### src/rtl/benes_cfg_if.sv
// benes_cfg_if: valid/ready stream carrying one switch-setting word per Benes stage.
// The cfg_par signal exists only when BENES_CFG_PARITY_EN is defined.
interface benes_cfg_if #(parameter int W = 8);
    logic         cfg_valid;
    logic         cfg_ready;
    logic [W-1:0] cfg_data;
    logic         cfg_last;
`ifdef BENES_CFG_PARITY_EN
    logic         cfg_par;
    modport master(output cfg_valid, cfg_data, cfg_last, cfg_par, input cfg_ready);
    modport slave(input cfg_valid, cfg_data, cfg_last, cfg_par, output cfg_ready);
`else
    modport master(output cfg_valid, cfg_data, cfg_last, input cfg_ready);
    modport slave(input cfg_valid, cfg_data, cfg_last, output cfg_ready);
`endif
endinterface

### src/rtl/benes_cfg_ctrl.sv
// benes_cfg_ctrl: collects a 7-stage Benes route in shadow registers and commits it atomically.
// Define BENES_CFG_PARITY_EN to add an even-parity check on every accepted word.
module benes_cfg_ctrl #(
    parameter int N_STAGE      = 7,
    parameter int SW_PER_STAGE = 8
) (
    input  logic                    clk,
    input  logic                    rst_n,
    benes_cfg_if.slave              cfg,
    input  logic                    swap_hold,
    output logic [SW_PER_STAGE-1:0] stage_set [N_STAGE-1:0],
    output logic                    cfg_busy,
    output logic                    cfg_done,
    output logic                    cfg_err
);
    localparam int IW = $clog2(N_STAGE);
    localparam logic [IW-1:0] LAST_IDX = IW'(N_STAGE - 1);
    localparam logic [1:0] IDLE = 2'd0;
    localparam logic [1:0] LOAD = 2'd1;
    localparam logic [1:0] PEND = 2'd2;

    logic [1:0]              state;
    logic [IW-1:0]           idx;
    logic [SW_PER_STAGE-1:0] shadow [N_STAGE-1:0];
    logic                    acc;
    logic                    at_last;
    logic                    bad;

    assign cfg.cfg_ready = state != PEND;
    assign cfg_busy      = state != IDLE;
    assign acc           = cfg.cfg_valid && cfg.cfg_ready;
    assign at_last       = idx == LAST_IDX;
    // idx is 0 in IDLE, so the same last-flag rule covers the first word of a burst
`ifdef BENES_CFG_PARITY_EN
    assign bad = (cfg.cfg_last != at_last) || (^{cfg.cfg_data, cfg.cfg_par});
`else
    assign bad = cfg.cfg_last != at_last;
`endif

    always_ff @(posedge clk or negedge rst_n) begin
        if (!rst_n) begin
            state    <= IDLE;
            idx      <= '0;
            cfg_done <= 1'b0;
            cfg_err  <= 1'b0;
            for (int i = 0; i < N_STAGE; i++) begin
                shadow[i]    <= '0;
                stage_set[i] <= '0;
            end
        end else begin
            cfg_done <= 1'b0;
            cfg_err  <= acc && bad;
            if (acc && bad) begin
                state <= IDLE;
                idx   <= '0;
                for (int i = 0; i < N_STAGE; i++) shadow[i] <= '0;
            end else if (acc) begin
                shadow[idx] <= cfg.cfg_data;
                idx         <= at_last ? '0 : idx + 1'b1;
                state       <= at_last ? PEND : LOAD;
            end else if (state == PEND && !swap_hold) begin
                stage_set <= shadow;
                cfg_done  <= 1'b1;
                state     <= IDLE;
            end
        end
    end
endmodule

### src/flat_wrapper.sv
// flat-port wrapper written by rule: the top's interface ports become plain ports
module benes_cfg_ctrl_flat 
#(
    parameter int N_STAGE      = 7,
    parameter int SW_PER_STAGE = 8
)
  (clk, rst_n, swap_hold, stage_set, cfg_busy, cfg_done, cfg_err, cfg_cfg_valid, cfg_cfg_data, cfg_cfg_last, cfg_cfg_ready);
  benes_cfg_if #(.W(8)) cfg_i ();
  input  logic clk;
  input  logic rst_n;
  input  logic swap_hold;
  output logic [SW_PER_STAGE-1:0] stage_set[N_STAGE-1:0];
  output logic cfg_busy;
  output logic cfg_done;
  output logic cfg_err;
  input wire logic [$bits(cfg_i.cfg_valid)-1:0] cfg_cfg_valid;
  input wire logic [$bits(cfg_i.cfg_data)-1:0] cfg_cfg_data;
  input wire logic [$bits(cfg_i.cfg_last)-1:0] cfg_cfg_last;
  output wire logic [$bits(cfg_i.cfg_ready)-1:0] cfg_cfg_ready;
  assign cfg_i.cfg_valid = cfg_cfg_valid;
  assign cfg_i.cfg_data = cfg_cfg_data;
  assign cfg_i.cfg_last = cfg_cfg_last;
  assign cfg_cfg_ready = cfg_i.cfg_ready;
  benes_cfg_ctrl #(.N_STAGE(N_STAGE), .SW_PER_STAGE(SW_PER_STAGE)) u_core (.clk(clk), .rst_n(rst_n), .cfg(cfg_i), .swap_hold(swap_hold), .stage_set(stage_set), .cfg_busy(cfg_busy), .cfg_done(cfg_done), .cfg_err(cfg_err));
endmodule
### config.mk
export PLATFORM = sky130hd
export DESIGN_NAME = benes_cfg_ctrl_flat
export DESIGN_NICKNAME = d
export VERILOG_FILES = /design/src/rtl/benes_cfg_if.sv /design/src/rtl/benes_cfg_ctrl.sv /design/src/flat_wrapper.sv
export SDC_FILE = /design/constraint.sdc
export NUM_CORES = 1
export LEC_CHECK = 0
export ABC_AREA = 1
export CAP_MARGIN = 20
export CORE_UTILIZATION = 35
export CTS_BUF_LIST = sky130_fd_sc_hd__clkbuf_16
export CTS_CLUSTER_SIZE = 24
export DETAILED_ROUTE_END_ITERATION = 12
export SLEW_MARGIN = 10
export SYNTH_ARGS = -nofsm -noshare
export SYNTH_HDL_FRONTEND = slang
export SYNTH_SLANG_ARGS = --single-unit
export TNS_END_PERCENT = 100
### constraint.sdc
create_clock -name clk -period 2.2 [get_ports clk]
set_input_delay 0.22 -clock clk [delete_from_list [all_inputs] [get_ports clk]]
set_output_delay 0.22 -clock clk [all_outputs]
set_load 0.02 [all_outputs]
## Yosys cells after proc, flatten, opt, wreduce, memory -nomap -nowiden

Index checks and enable logic that the tools add are counted.

- Add/sub/neg operators: 1
- Multiply operators: 0
- Divide/modulo/power cells: 0
- $lt $le $gt $ge: 2
- Equality and inequality tests: 4
- Shift-type cells: 0
- Mux-type cells: 15
- Bitwise logic cells: 2
- Reduce and logical (&&, ||, !) cells: 9

Operators with widths:

| kind | count |
|---|---|
| $mux 56 | 2 |
| $bwmux 56 | 1 |
| $demux 8 s3 | 1 |
| $mux 3 | 3 |
| $mux 2 | 4 |
| $mux 8 | 1 |
| $logic_and 1x1->1 | 4 |
| $lt 3x4->1 const B | 1 |
| $reduce_bool 2->1 | 2 |
| $add 3x1->3 const B | 1 |
| $eq 3x3->1 const B | 1 |
| $ge 3x1->1 const B | 1 |
| $mux 1 | 3 |
| $reduce_and 3->1 | 1 |
| $reduce_bool 3->1 | 1 |
| $eq 2x2->1 const B | 1 |
| $ne 2x2->1 const B | 1 |
| $not 1->1 | 2 |
| $logic_not 1->1 | 1 |
| $ne 1x1->1 | 1 |

- Register bits: 119
- Bits in latches: 0
- Memory bits (writable): 0
- Memory bits (read-only): 0
- Input bits: 13
- Output and inout port bits: 60
- Word-level logic and storage cells: 51
- Memories: 0

## Depth between registers and ports, before layout

- Depth after elaboration: 7
- Mapped depth: 9
- Depth with buffers taken out: 7

## Worst setup path after synthesis

Ideal clock, no wire load.

- Kind: register -> register
- Start: register u_core.state[0]
- End: register u_core.stage_set[21] in the netlist's numbering
- Library setup time: 0.116 ns
- Arrival: 1.329 ns
- Slack: 0.755 ns
- Stages on the path, launching flop included: 9
- Buffers on the path: 3
- Period minus slack after synthesis: 1.445 ns
- Path through: dfrtp_1 > inv_1 > nand2_2 > or2_1 > clkbuf_1 > buf_2 > buf_4 > nand2_1 > nand2_1

- Longest elaborated chain between the ends: 5
- Elaborated cells on any way between the ends: 8

Ends and longest elaborated chain:

| item | line | RTL |
|---|---|---|
| from (decl) | benes_cfg_ctrl.sv:22 | `logic [1:0] state;` |
| from (signal assigned) | benes_cfg_ctrl.sv:60 | `state <= at_last ? PEND : LOAD;` |
| $ne 2x2->1 * | benes_cfg_ctrl.sv:29 | `assign cfg.cfg_ready = state != PEND;` |
| named net cfg_cfg_ready | flat_wrapper.sv:19 | `output wire logic [$bits(cfg_i.cfg_ready)-1:0] cfg_cfg_ready;` |
| $logic_and 1x1->1 * | benes_cfg_ctrl.sv:31 | `assign acc = cfg.cfg_valid && cfg.cfg_ready;` |
| $logic_and 1x1->1 | benes_cfg_ctrl.sv:53 | `if (acc && bad) begin` |
| $not 1->1 (no source line) | n/a |  |
| $reduce_and 3->1 (no source line) * | n/a |  |
| to (signal assigned) | benes_cfg_ctrl.sv:62 | `stage_set <= shadow;` |
| to (decl) | benes_cfg_ctrl.sv:11 | `output logic [SW_PER_STAGE-1:0] stage_set [N_STAGE-1:0],` |

Mark *: on every way through the listed nets, which the timed path passes. The rest lies on a longest branch.
A chain may end at the register's enable or synchronous reset.

## Worst setup path after layout

- Start: register u_core.state[1]
- End: output cfg_busy

- Longest elaborated chain between the ends: 1

Ends and longest elaborated chain:

| item | line | RTL |
|---|---|---|
| $reduce_bool 2->1 | benes_cfg_ctrl.sv:30 | `assign cfg_busy = state != IDLE;` |
| to (decl) | flat_wrapper.sv:13 | `output logic cfg_busy;` |

No other way between the ends.

==> run summary <==
Critical setup path kind -> register to output port
Aggregate global routing overflow -> 0
Nature of the critical path endpoint -> output port
Quantity of hold-fixing buffers added after cts -> 1
Distinct cells, synth -> 19
Die ar. -> 0.01417 mm²
Transition time of the tightest slew-check pin -> 0.5332 ns
Final hold violation count -> 0
Mean routed wirelength per cell -> 14.09 µm
Post-layout worst setup margin -> 0.3022 ns
Slew Limit Fails -> 0
Status -> finished clean
End of the worst register-to-register path -> u_core.stage_set[8]
Buffers on Ports -> 72
Warnings, synthesis -> 0
Reg-to-reg slack, setup -> 0.65 ns
Maximum number of pins on one net before global-route repair -> 67
Worst vdd rail ir drop -> 0.3347 mV
Power per unit of standard cell area -> 874.8 mW/mm²
Fill count -> 1289
Post-DR vias/cell -> 4.714
Via total after detailed routing -> 3771
ANT nets after route -> 0
Post-synthesis net count -> 543
Y dimension of the die -> 119.0 µm
DRC violation count after routing -> 0
Sequential cell area -> 0.002978 mm²
Htree depth -> 4
Placeable core region -> 0.01330 mm²
Headroom to the max-slew limit -> 64.34%
Pre-CTS setup slack -> 0.4890 ns
Die width -> 119.0 µm
Clock tree from TritonCTS -> yes
Mapped Area -> 0.004795 mm²
Overall global routing resource usage -> 17.48%
Clock root buffer -> sky130_fd_sc_hd__clkbuf_16
Post-route clock skew -> 0.01152 ns
Source of the worst register-to-register timing path -> u_core.state[0]
TritonRoute pass-1 iters -> 5
Post-detail-place hpwl -> 7.509 mm
Detailed Route Iter0 Violations -> 183
Setup bufs post-CTS -> 0
GPL Wtd Cong -> 0.8146
Vias in the first global route -> 3732
Endpoint arrival time on the critical path -> 1.68 ns
Leak Pwr -> 3.301 nW
Total Nets Final -> 624
Antenna diode instance count -> 0
Number of resized instances in the post-cts repair step -> 0
Area of the multi-input gates -> 0.001568 mm²
Share of synthesized area occupied by flip-flops and latches -> 62.11%
Total Neg Setup Slack -> 0 ns
Number of placement rows -> 42
Tightest Hold Check Type -> primary input to asynchronous set/reset pin
Unrepaired setup endpoints after global routing -> no
Syn Inst Count -> 530
Clock Path Buffers -> 2
Number of setup violations in the final report -> 0
Minimum period implied by the final worst setup slack -> 1.898 ns
Ports placed on the boundary -> 73
Final design utilization -> 47.21%
Share of the clock period used by the worst path -> 86.27%
Maximum capacitance violations -> 0
Latest clock arrival within the worst-skew pair -> 0.42 ns
Wire length of the first global-routing pass -> 19.18 mm
Maximum frequency from static timing analysis -> 526.9 MHz
Antenna violations before repair -> 0
Path depth of the worst reg2reg path -> 7
Area growth from synthesis to layout -> 30.92%
Effective utilization at floorplan -> 36.06%
Final wirelength -> 11.27 mm
Flop and latch count out of synthesis -> 119
Fraction of final layout cells sized beyond drive strength 1 -> 8.974%
Synthesized area per cell -> 9.046 µm²
CP Max Fanout -> 4
Data required, critical path -> 1.98 ns
Clock buffer count from CTS -> 17
Kind of start point of the critical path -> register
Number of clock sinks -> 119
Clk pin slew, worst setup/hold paths -> 0.05 ns
worst max-delay path by stage:
stage | depth (start not counted) | to | startpoint
2_1_floorplan | 8 | u_core.stage_set[21] | u_core.state[0]
3_3_place_gp | 6 | u_core.shadow[45] | cfg_cfg_valid
3_5_place_dp | 6 | u_core.shadow[43] | cfg_cfg_valid
4_1_cts | 2 | cfg_busy | u_core.state[1]
5_1_grt | 2 | cfg_busy | u_core.state[1]
6_report | 2 | cfg_busy | u_core.state[1]
area by class of cell:
class / count / share of cell area, %
multi-input combinational: 364 / 24.98
clock inverter: 15 / 2.312
sequential: 119 / 47.44
tap: 176 / 3.508
timing repair buffer: 87 / 13.67
inverter: 22 / 1.316
clock buffer: 17 / 6.777
per-stage QoR:
step	instance area [µm²]	hold WS, ns	cells	power, mW
global placement	5697	0.2041	767	2.852
finish	6277	0.3062	800	5.492
global route	6277	0.3663	800	5.716
detailed placement	5697	0.2096	767	2.866
floorplan	4795	-0.07559	530	2.655
CTS	6277	0.3079	800	5.556
cell usage after synthesis, drive strengths merged:
master,number,area (µm²)
a21oi,1,8.760
clkbuf,4,15.01
dfrtp,119,2978
xor2,1,8.760
nand3,105,530.5
o21ai,11,55.05
or2,3,18.77
inv,22,82.58
nand4,4,25.02
o21a,1,7.510
buf,21,151.4
nand2,232,875.8
nor2,6,37.54
cells in the final DEF (no fill, tap or decap), types with 2 or more instances in the layout:
| cell | Yosys | routed |
|---|---|---|
| sky130_fd_sc_hd__nand2_2 | 2 | 2 |
| sky130_fd_sc_hd__clkinv_1 | 0 | 3 |
| sky130_fd_sc_hd__clkbuf_16 | 0 | 17 |
| sky130_fd_sc_hd__nand3_1 | 104 | 104 |
| sky130_fd_sc_hd__o21ai_0 | 11 | 11 |
| sky130_fd_sc_hd__clkdlybuf4s50_1 | 0 | 71 |
| sky130_fd_sc_hd__bufinv_16 | 0 | 3 |
| sky130_fd_sc_hd__inv_1 | 20 | 23 |
| sky130_fd_sc_hd__buf_12 | 0 | 2 |
| sky130_fd_sc_hd__or2_2 | 2 | 3 |
| sky130_fd_sc_hd__nand4_1 | 4 | 4 |
| sky130_fd_sc_hd__dfrtp_1 | 119 | 119 |
| sky130_fd_sc_hd__buf_4 | 6 | 13 |
| sky130_fd_sc_hd__nand2_1 | 230 | 230 |
| sky130_fd_sc_hd__inv_2 | 2 | 2 |
| sky130_fd_sc_hd__nor2_2 | 6 | 6 |
| sky130_fd_sc_hd__clkinv_2 | 0 | 5 |
power breakdown:
| part | internal [mW] | leakage, nW | switching (mW) |
|---|---|---|---|
| combinational | 0.157 | 1.37 | 0.270 |
| clock | 1.74 | 0.292 | 0.927 |
| sequential | 2.32 | 1.64 | 0.0823 |
critical path, stage by stage, from the launching register on:
cell                              delay, ns
sky130_fd_sc_hd__dfrtp_1               0.41
sky130_fd_sc_hd__or2_2                 0.31
sky130_fd_sc_hd__clkdlybuf4s50_1       0.54
metal layers:
metal	vias up	part of all wire, %	global-route usage, %
met5	-	0	0
met4	0	1.3	6.092
met3	13	5.0	4.885
met2	91	49	27.43
met1	1803	45	23.11
li1	1864	-	-
sequential cells by signal (all words and copies together) (netlist names):
| name | cells |
|---|---|
| u_core.stage_set | 56 |
| u_core.idx | 3 |
| u_core.cfg_err | 1 |
| u_core.cfg_done | 1 |
| u_core.state | 2 |
| u_core.shadow | 56 |
logic make-up after synthesis:
logic type	after synthesis	synth area share, %
buf+inv	47	5.193
flops	119	62.11
simple gates	350	31.03
compound gates	13	1.488
xor+xnor	1	0.1827
Power figures use the tool's default switching activity.
==> patch: new RTL, same settings <==
The output `cfg_err` loses its register stage (`cfg_err` becomes a continuous assignment).
--- a/src/rtl/benes_cfg_ctrl.sv
+++ b/src/rtl/benes_cfg_ctrl.sv
@@ -44,3 +44,2 @@
             cfg_done <= 1'b0;
-            cfg_err  <= 1'b0;
             for (int i = 0; i < N_STAGE; i++) begin
@@ -51,3 +50,2 @@
             cfg_done <= 1'b0;
-            cfg_err  <= acc && bad;
             if (acc && bad) begin
@@ -67,2 +65,4 @@
     end
+
+    assign cfg_err = acc && bad;
 endmodule
Behaviour: not the same (a bounded check fails within 4 cycles, from zero or initial values and one cycle with rst_n low).
==> patch against the unedited design <==
Wire length is 1.1% higher; sequential cell count is 1 lower; non-clock buffer count is 2 lower; area after synthesis shrank 0.52%; setup slack got worse by 0.12 ns; power is 7.0% higher; count of clock-buffer cells in the layout stayed put; first-iteration DRC count increased by 26%; cell area is 0.76% higher; utilization rose by 0.55 points.
==> patch: results (changes against the unedited design) <==
| Metric | Value |
|---|---|
| Proportion of register bits with asynchronous set or reset after synthesis | 100% (unchanged) |
| Via count of the first global-routing pass | 3,904 (+4.6%) |
| Highest ir drop seen on vdd | 0.400 mV (+20%) |
| Class of the worst hold path | input port to async pin |
| Top cells by instance count after synthesis | nand2_1 (230), dfrtp_1 (118), nand3_1 (104) |
| Average detailed-routed wire length per instance | 14.3 µm (+1.5%) |
| Compound-cell area share of the yosys netlist | 1.50% (+0.0078 points) |
| Clk slew on worst S/H paths | 0.05 ns (about the same) |
| Number of cells produced by synthesis | 529 (-0.19%) |
| Share of synthesized area spent on multiplexers | 0% (unchanged) |
| Arrival time worst endpoint | 1.80 ns (+0.12 ns) |
| Xor-xnor portion of the synthesized cell area | 0.184% (+0.00096 points) |
| Pin count of the biggest net entering global routing | 97 (+45%) |
| Number of buffers added by the clock tree synthesis step | 17 (unchanged) |
| Final weighted congestion of routability-driven global placement | 0.753 (-7.5%) |
| Wire length reported by the detailed router | 11,400 µm (+1.1%) |
| Initial antenna violation count | 0 (unchanged) |
| Top cells by area in the synthesized netlist | dfrtp_1 (62%), nand2_1 (18%), nand3_1 (11%) |
| Iter 0 DRT Violations | 230 (+26%) |
| Clk Latency, worst-skew pair | 0.41 ns |
| Average via count per standard cell | 4.70 (-0.29%) |
| NumNets Final | 621 (-0.48%) |
| Warning count from the yosys run | 0 (unchanged) |
| Largest regs | u_core.shadow x56, u_core.stage_set x56, u_core.idx x3 |
| Count of buffers inserted at the top-level ports | 72 (unchanged) |
| Detailed placer's ending HPWL | 7210 µm (-3.9%) |
| Accumulated negative setup slack | 0 ns (unchanged) |
| Library cell used as clock root buffer | clkbuf_16 |
| Total leakage power | 3.31 nW (+0.12%) |
| Distinct cell type count after synthesis | 19 (unchanged) |
| Status | completed |
| Fraction of final layout cells sized beyond drive strength 1 | 9.18% (+0.20 points) |
| Register area share after synthesis | 61.9% (-0.20 points) |
| Share of synthesized cell area in full adder, half adder and majority cells | 0% (unchanged) |
| Placed instance count | 764 (-0.39%) |
| Setup clock skew after layout | 0.0151 ns (+0.00357 ns) |
| Crit-path max FO | 7 (+3) |
| Maximum buffer depth of the clock tree | 2 (unchanged) |
| Number of antenna diodes | 0 (unchanged) |
| Relative max-transition margin | 65.1% (+0.79 points) |
| Sw frac | 22.5% (-0.84 points) |
| Global Route Usage Sum | 17.8% (+0.32 points) |
| H-tree depth reported by CTS | 4 (unchanged) |
| Global-route wire length before repair | 19,500 µm (+1.6%) |
| Drt pass-1 iters | 4 (-1) |
| Post-Syn Nets | 542 (-0.18%) |
==> patch: cell count changes after synthesis, sizes merged <==
cell | before | now
dfrtp | 119 | 118
==> patch: layout make-up <==
type,count,area [µm²]
inverter,22,82.6
multi-input combinational,364,1570
clock inverter,15,234
fill,1289,6920
clock buffer,17,425
tap,176,220
timing repair buffer,85,842
sequential,118,2950
==> patch: power by group through the flow <==
stage               logic (mW)  registers (mW)  clock network [mW]
floorplan                0.227            2.41                   0
global placement         0.418            2.41                   0
detailed placement       0.430            2.41                   0
CTS                      0.435            2.37                3.13
global route             0.484            2.39                3.23
finish                   0.427            2.37                3.08
==> patch: final timing paths <==
| kind | startpoint | to | slack [ns] | cells past startpoint |
|---|---|---|---|---|
| max | u_core.idx[0]$_DFFE_PN0P_ | cfg_err | 0.18 | 6 |
| min | rst_n | u_core.stage_set[53]$_DFFE_PN0P_ | 0.32 | 2 |
| max reg2reg | u_core.idx[0]$_DFFE_PN0P_ | u_core.shadow[21]$_DFFE_PN0P_ | 0.61 | 7 |
| min reg2reg | u_core.shadow[21]$_DFFE_PN0P_ | u_core.stage_set[21]$_DFFE_PN0P_ | 0.47 | 2 |
| max in group asynchronous | rst_n | u_core.shadow[10]$_DFFE_PN0P_ | 1.06 | 3 |
| min in group clk | u_core.shadow[21]$_DFFE_PN0P_ | u_core.stage_set[21]$_DFFE_PN0P_ | 0.47 | 2 |
==> patch: cell families (layout without fill, tap and decap cells) <==
logic type,after synthesis,after routing
AOI/OAI and AO/OA,13,13
buffers and inverters,47,139
DFF,118,118
and+or+nand+nor,350,350
xor gates and xnor gates,1,1
==> patch: critical path: stages (launching register included) <==
cell and delay (ns):
dfrtp_1 0.46, inv_2 0.15, nand3_1 0.15, nand2_1 0.14, nand3_2 0.11, inv_1 0.07
dlygate4sd2_1 0.33
==> patch: per-stage QoR <==
stage | instance area [µm²] | setup slack (ns) | utilization [%]
CTS | 6320 | 0.174 | 47.8
detailed placement | 5660 | 0.250 | 42.7
global placement | 5660 | 0.242 | 42.7
floorplan | 4770 | 0.755 | -
global route | 6320 | 0.0828 | 47.8
finish | 6320 | 0.181 | 47.8
==> patch: what timing repair did <==
item | in CTS | in global routing
buffers inserted | 0 | 0
hold endpoints to repair | 33 | 0
hold buffers | 1 | 0
resized for setup | 1 | 0
setup endpoints to repair | 1 | 0
==> patch: layer usage <==
layer | track usage, % | share of wire (%)
met3 | 4.39 | 4.5
met4 | 7.12 | 0.48
met5 | 0 | 0
met2 | 29.1 | 51
met1 | 22.6 | 44
